File: src/rtl/param_register_file_if.sv
// Register-file bus: write port, packed read ports and bulk-clear handshake.
// The datapath side uses the master modport; the register file uses slave.
interface param_register_file_if #(
    parameter int DATA_WIDTH = 32,
    parameter int ADDR_WIDTH = 5,
    parameter int NUM_READ   = 2
);
    logic                           regWrite;
    logic [ADDR_WIDTH-1:0]          destReg;
    logic [DATA_WIDTH-1:0]          writeData;
    logic [NUM_READ*ADDR_WIDTH-1:0] srcRegs;
    logic [NUM_READ*DATA_WIDTH-1:0] outBus;
    logic                           clearReq;
    logic                           clearBusy;
    logic                           clearDone;
    logic                           writeStall;

    modport master (
        output regWrite, destReg, writeData, srcRegs, clearReq,
        input  outBus, clearBusy, clearDone, writeStall
    );

    modport slave (
        input  regWrite, destReg, writeData, srcRegs, clearReq,
        output outBus, clearBusy, clearDone, writeStall
    );
endinterface

File: src/rtl/param_register_file.sv
// Parametrised decode-stage register file: N combinational read ports, one write
// port, optional hardwired-zero r0, optional write bypass and a bulk-clear engine.
module param_register_file #(
    parameter int DATA_WIDTH = 32,
    parameter int ADDR_WIDTH = 5,
    parameter int NUM_READ   = 2,
    parameter int ZERO_REG   = 1,
    parameter int BYPASS     = 1
) (
    input  logic                 clk,
    input  logic                 reset,
    param_register_file_if.slave bus
);
    localparam int DEPTH = 1 << ADDR_WIDTH;
    localparam logic [ADDR_WIDTH-1:0] LAST_IDX = ADDR_WIDTH'(DEPTH - 1);

    typedef enum logic [1:0] {
        IDLE,
        CLEAR,
        DONE
    } clearState_e;

    clearState_e           state;
    clearState_e           nextState;
    logic [ADDR_WIDTH-1:0] clearPtr;
    logic [DATA_WIDTH-1:0] regs [DEPTH];
    logic                  writeAccept;

    // Writes to r0 are discarded when it is hardwired, so they never bypass either.
    assign writeAccept = bus.regWrite && (state == IDLE) &&
                         !((ZERO_REG != 0) && (bus.destReg == '0));

    // NOTE: state registers use non-blocking assignments so every flop samples
    // pre-edge values; blocking here would create order-dependent simulation.
    always_ff @(posedge clk or negedge reset) begin
        if (!reset) begin
            state    <= IDLE;
            clearPtr <= '0;
        end else begin
            state <= nextState;
            if (state == CLEAR && clearPtr != LAST_IDX) begin
                clearPtr <= clearPtr + ADDR_WIDTH'(1);
            end else begin
                clearPtr <= '0;
            end
        end
    end

    // NOTE: every always_comb output gets a default first so no path leaves it
    // unassigned, which would otherwise infer a latch.
    always_comb begin
        nextState = state;
        case (state)
            IDLE:    if (bus.clearReq) nextState = CLEAR;
            CLEAR:   if (clearPtr == LAST_IDX) nextState = DONE;
            DONE:    nextState = IDLE;
            default: nextState = IDLE;
        endcase
    end

    // NOTE: the array is reset deliberately; an asynchronous full zero is part of
    // the block's contract, so this storage is built from flops, not a RAM macro.
    always_ff @(posedge clk or negedge reset) begin
        if (!reset) begin
            for (int i = 0; i < DEPTH; i++) begin
                regs[i] <= '0;
            end
        end else if (state == CLEAR) begin
            regs[clearPtr] <= '0;
        end else if (writeAccept) begin
            regs[bus.destReg] <= bus.writeData;
        end
    end

    for (genvar k = 0; k < NUM_READ; k++) begin : gRead
        logic [ADDR_WIDTH-1:0] readIdx;
        logic                  zeroHit;
        logic                  bypassHit;

        assign readIdx   = bus.srcRegs[k*ADDR_WIDTH +: ADDR_WIDTH];
        assign zeroHit   = (ZERO_REG != 0) && (readIdx == '0);
        assign bypassHit = (BYPASS != 0) && writeAccept && (readIdx == bus.destReg);

        assign bus.outBus[k*DATA_WIDTH +: DATA_WIDTH] =
            zeroHit   ? '0 :
            bypassHit ? bus.writeData :
                        regs[readIdx];
    end

    assign bus.clearBusy  = (state != IDLE);
    assign bus.clearDone  = (state == DONE);
    assign bus.writeStall = (state != IDLE);
endmodule

File: src/flat_wrapper.sv
// flat-port wrapper written by rule: the top's interface ports become plain ports
module param_register_file_flat 
#(
    parameter int DATA_WIDTH = 32,
    parameter int ADDR_WIDTH = 5,
    parameter int NUM_READ   = 2,
    parameter int ZERO_REG   = 1,
    parameter int BYPASS     = 1
)
  (clk, reset, bus_regWrite, bus_destReg, bus_writeData, bus_srcRegs, bus_clearReq, bus_outBus, bus_clearBusy, bus_clearDone, bus_writeStall);
  param_register_file_if #(.DATA_WIDTH(DATA_WIDTH), .ADDR_WIDTH(ADDR_WIDTH), .NUM_READ(NUM_READ)) bus_i ();
  input  logic clk;
  input  logic reset;
  input wire logic [$bits(bus_i.regWrite)-1:0] bus_regWrite;
  input wire logic [$bits(bus_i.destReg)-1:0] bus_destReg;
  input wire logic [$bits(bus_i.writeData)-1:0] bus_writeData;
  input wire logic [$bits(bus_i.srcRegs)-1:0] bus_srcRegs;
  input wire logic [$bits(bus_i.clearReq)-1:0] bus_clearReq;
  output wire logic [$bits(bus_i.outBus)-1:0] bus_outBus;
  output wire logic [$bits(bus_i.clearBusy)-1:0] bus_clearBusy;
  output wire logic [$bits(bus_i.clearDone)-1:0] bus_clearDone;
  output wire logic [$bits(bus_i.writeStall)-1:0] bus_writeStall;
  assign bus_i.regWrite = bus_regWrite;
  assign bus_i.destReg = bus_destReg;
  assign bus_i.writeData = bus_writeData;
  assign bus_i.srcRegs = bus_srcRegs;
  assign bus_i.clearReq = bus_clearReq;
  assign bus_outBus = bus_i.outBus;
  assign bus_clearBusy = bus_i.clearBusy;
  assign bus_clearDone = bus_i.clearDone;
  assign bus_writeStall = bus_i.writeStall;
  param_register_file #(.DATA_WIDTH(DATA_WIDTH), .ADDR_WIDTH(ADDR_WIDTH), .NUM_READ(NUM_READ), .ZERO_REG(ZERO_REG), .BYPASS(BYPASS)) u_core (.clk(clk), .reset(reset), .bus(bus_i));
endmodule
File: config.mk
export PLATFORM = sky130hd
export DESIGN_NAME = param_register_file_flat
export DESIGN_NICKNAME = d
export VERILOG_FILES = /design/src/rtl/param_register_file_if.sv /design/src/rtl/param_register_file.sv /design/src/flat_wrapper.sv
export SDC_FILE = /design/constraint.sdc
export NUM_CORES = 2
export LEC_CHECK = 0
export CAP_MARGIN = 20
export CORE_MARGIN = 2
export CORE_UTILIZATION = 32
export CTS_CLUSTER_SIZE = 10
export DETAILED_ROUTE_END_ITERATION = 10
export MAX_ROUTING_LAYER = met4
export PLACE_DENSITY = 0.55
export SLEW_MARGIN = 30
export SYNTH_ARGS = -nofsm -noshare
export SYNTH_HDL_FRONTEND = slang
export SYNTH_SLANG_ARGS = --single-unit
export TNS_END_PERCENT = 5
File: constraint.sdc
create_clock -name clk -period 5 [get_ports clk]
set_input_delay 1 -clock clk [delete_from_list [all_inputs] [get_ports clk]]
set_output_delay 1 -clock clk [all_outputs]
set_load 0.05 [all_outputs]
==> metrics.yaml <==
tightest_slew_ps: 1040
maxCapViolCount: 0
p_int_mw: 14.6
first_pass_iters: 5
placed_area_um2: 60700
htreeDepth: 3
drt-initial-drc-count: 6424
power.share.clock_pct: 37.9
yosysWarnings: 0
post-place-ws_ps: -18.4
grt-ovfl-total: 0
finalHoldWorstSlack_ps: 146
power.switching_mw: 6.56
fin_skew_ps: 34.7
avgSynthCellArea_um2: 12.9
leakage_nw: 28.0
port-buffer-count: 117
antenna_left: 0
switching_share_pct: 31.1
p_comb_share_pct: 19.5
fmax_mhz: 196
powerDensity_nw_per_um2: 330
clkTransAtPathRegs_ps: 60
design.die.area_um2: 174000
rows: 151
grt_start_max_net_pins: 161
finalInstanceArea_um2: 64100
die_w_um: 417
syn_nets: 4285
cts_buffers: 117
cts_root_buf: "clkbuf_16"
period_share_pct: 102
rsz0062_at_grt: "yes"
syn_inst: 4229
slew-limit-headroom_pct: 30.8
fin_util_pct: 37.8
place.gp.congestion: 0.939
violations: "setup timing"
core_um2: 169000
status: "complete, but fails checks"
hold_violations: 0
route.detailed.drc: 0
drive_above_1_share_pct: 27.3
clock_sinks: 1031
cpPeakStageDelay_ps: 930
vdd_drop_max_v: 0.000351
cp.arrival_ps: 4110
io_pins: 118
synth-main-ff-cell: "dfrtp_1"
ys_seq_area_share_pct: 47.4
area_growth_pct: 17.6
dp_cells: 6402
setup_violations: 4
drt-total-wl_um: 254000
grt_pass1_wl_um: 357000
clk_latency_ps: 780
vias_per_cell: 6.86
synth_edf_count: 0
required_ps: 4000
grtUsageTotal_pct: 29.6
dpl.hpwl_um: 156000
cp-end-kind: "output port"
grt_pass1_vias: 45100
syn_area_um2: 54500
fillers: 16000
fp.dieH_um: 417
fin_nets: 4361
initial_core_util_pct: 32.2
antenna_found_initial: 11
hp-class: "in2async"
wl_per_cell_um: 38.6
clockBufferDepth: 3
vias: 45100
layoutNonFillerInstCount: 6575
cts_tree: "done"
crit_chain: "buf_2 > buf_4 > nand2b_1 > a2111oi_1 > nor3_1 > buf_4 > a211oi_1 > nor3_1 > buf_12"
crit_fanout: 8
period_minus_slack_ps: 5110
start_kind: "primary input"
critPathSlowestCell: "a2111oi_1"
ys_async_sr_fraction_pct: 100
ctsHoldBuffers: 0
setup_ws_ps: -111
synth-seq-cells: 1031
path_class: "in2out"
power_frac_seq_pct: 42.6
synth_cell_types: 75
finalMaxSlewViolations: 0
## timing repair
action                                  in CTS  in global routing
buffers inserted                             0                  0
endpoints found under the setup margin       1                  6
resized for setup                            1                  5
gates cloned                                 0                  0
## routing by layer
layer  GRT usage, %  share of wire, %  vias up  wire, µm
li1               -                 -    17000         -
met1           36.0                37    23500     92900
met2           42.9                44     3659    111000
met3           8.39                12      983     29500
met4           20.0               8.0        0     20300
met5              -                 0        -         0
## state kept, by name (all words and copies together) (netlist names)
register	cells
u_core.state	2
u_core.clearPtr	5
u_core.regs	1024
## critical path: cells and delay by family
family / cells / cell delay (ps)
AND/OR/NAND/NOR: 3 / 690
buffers and inverters: 4 / 910
AO/OA/AOI/OAI: 2 / 1470
## worst paths after layout
path	slack [ps]	startpoint	endpoint	cells after the start
setup reg to reg	1920	u_core.state[1]	u_core.regs[293]	7
max in group asynchronous	3530	reset	u_core.regs[418]	2
hold / removal	150	reset	u_core.regs[17]	1
min in group clk	510	u_core.regs[1009]	u_core.regs[1009]	1
hold reg to reg	510	u_core.regs[1009]	u_core.regs[1009]	1
setup / recovery	-110	bus_srcRegs[4]	bus_outBus[3]	9
## cell usage in the layout, fill, tap and decap left out, types with 8 or more instances in the layout
master / instances
clkbuf_1: 28
nor4_1: 37
nand2_1: 64
nor2b_1: 40
xnor2_1: 10
o22a_1: 12
clkbuf_16: 121
mux4_2: 370
a22oi_1: 9
nor2_4: 29
dfrtp_1: 1031
a31oi_1: 27
o22ai_1: 138
nand2b_1: 26
diode_2: 9
or2_2: 8
a221o_1: 13
clkbuf_8: 10
a221oi_1: 42
buf_4: 334
nand3_1: 16
a21oi_4: 31
o211ai_1: 10
or4_1: 12
clkdlybuf4s50_1: 42
o21a_1: 9
a22o_1: 993
o21ai_0: 51
a21oi_1: 49
nor2_1: 125
buf_12: 124
and2_1: 42
a211oi_1: 35
a2111oi_0: 17
inv_1: 14
mux2_2: 117
mux2i_1: 152
nor3_1: 39
## power by group through the flow
stage	registers (mW)	clock network, mW	logic [mW]
floorplan	9.01	0	2.02
finish	9.00	8.01	4.12
global placement	9.11	0	3.99
CTS	8.98	8.04	4.03
global route	9.03	8.38	4.20
detailed placement	9.11	0	4.02
## cell usage after synthesis, drive strengths merged, types with 43 or more instances
master	n	area, µm²
a21oi	81	409
a221oi	43	383
a22o	993	8700
buf	289	1660
clkbuf	269	1010
dfrtp	1031	25800
mux2	117	1320
mux2i	152	1520
mux4	370	8330
nand2	65	244
nor2	155	679
nor3	44	231
o21ai	54	270
o22ai	139	870
## through the flow
step                      power (mW)  setup TNS, ps
after global placement          13.1           -233
after CTS                       21.0              0
after floorplan                 11.0              0
after detailed placement        13.1          -18.4
after global routing            21.6          -64.7
final                           21.1           -216
## layout make-up
cell class | instances | area (µm²) | share of cell area, %
tap | 2218 | 2780 | 4.33
antenna | 9 | 22.5 | 0.0352
inverter | 16 | 60.1 | 0.0938
multi-input combinational | 2624 | 26500 | 41.3
timing repair buffer | 515 | 5620 | 8.78
sequential | 1031 | 25800 | 40.3
clock inverter | 4 | 46.3 | 0.0723
clock buffer | 158 | 3260 | 5.08
## cells by family after synthesis
family,share of synthesized area (%)
DFF,47.4
buffers and inverters,5.02
muxes,20.5
xor gates and xnor gates,0.193
adders and majority gates,0.115
AOI/OAI and AO/OA,22.0
and+or+nand+nor,4.82
(Power assumes the default switching activity.)
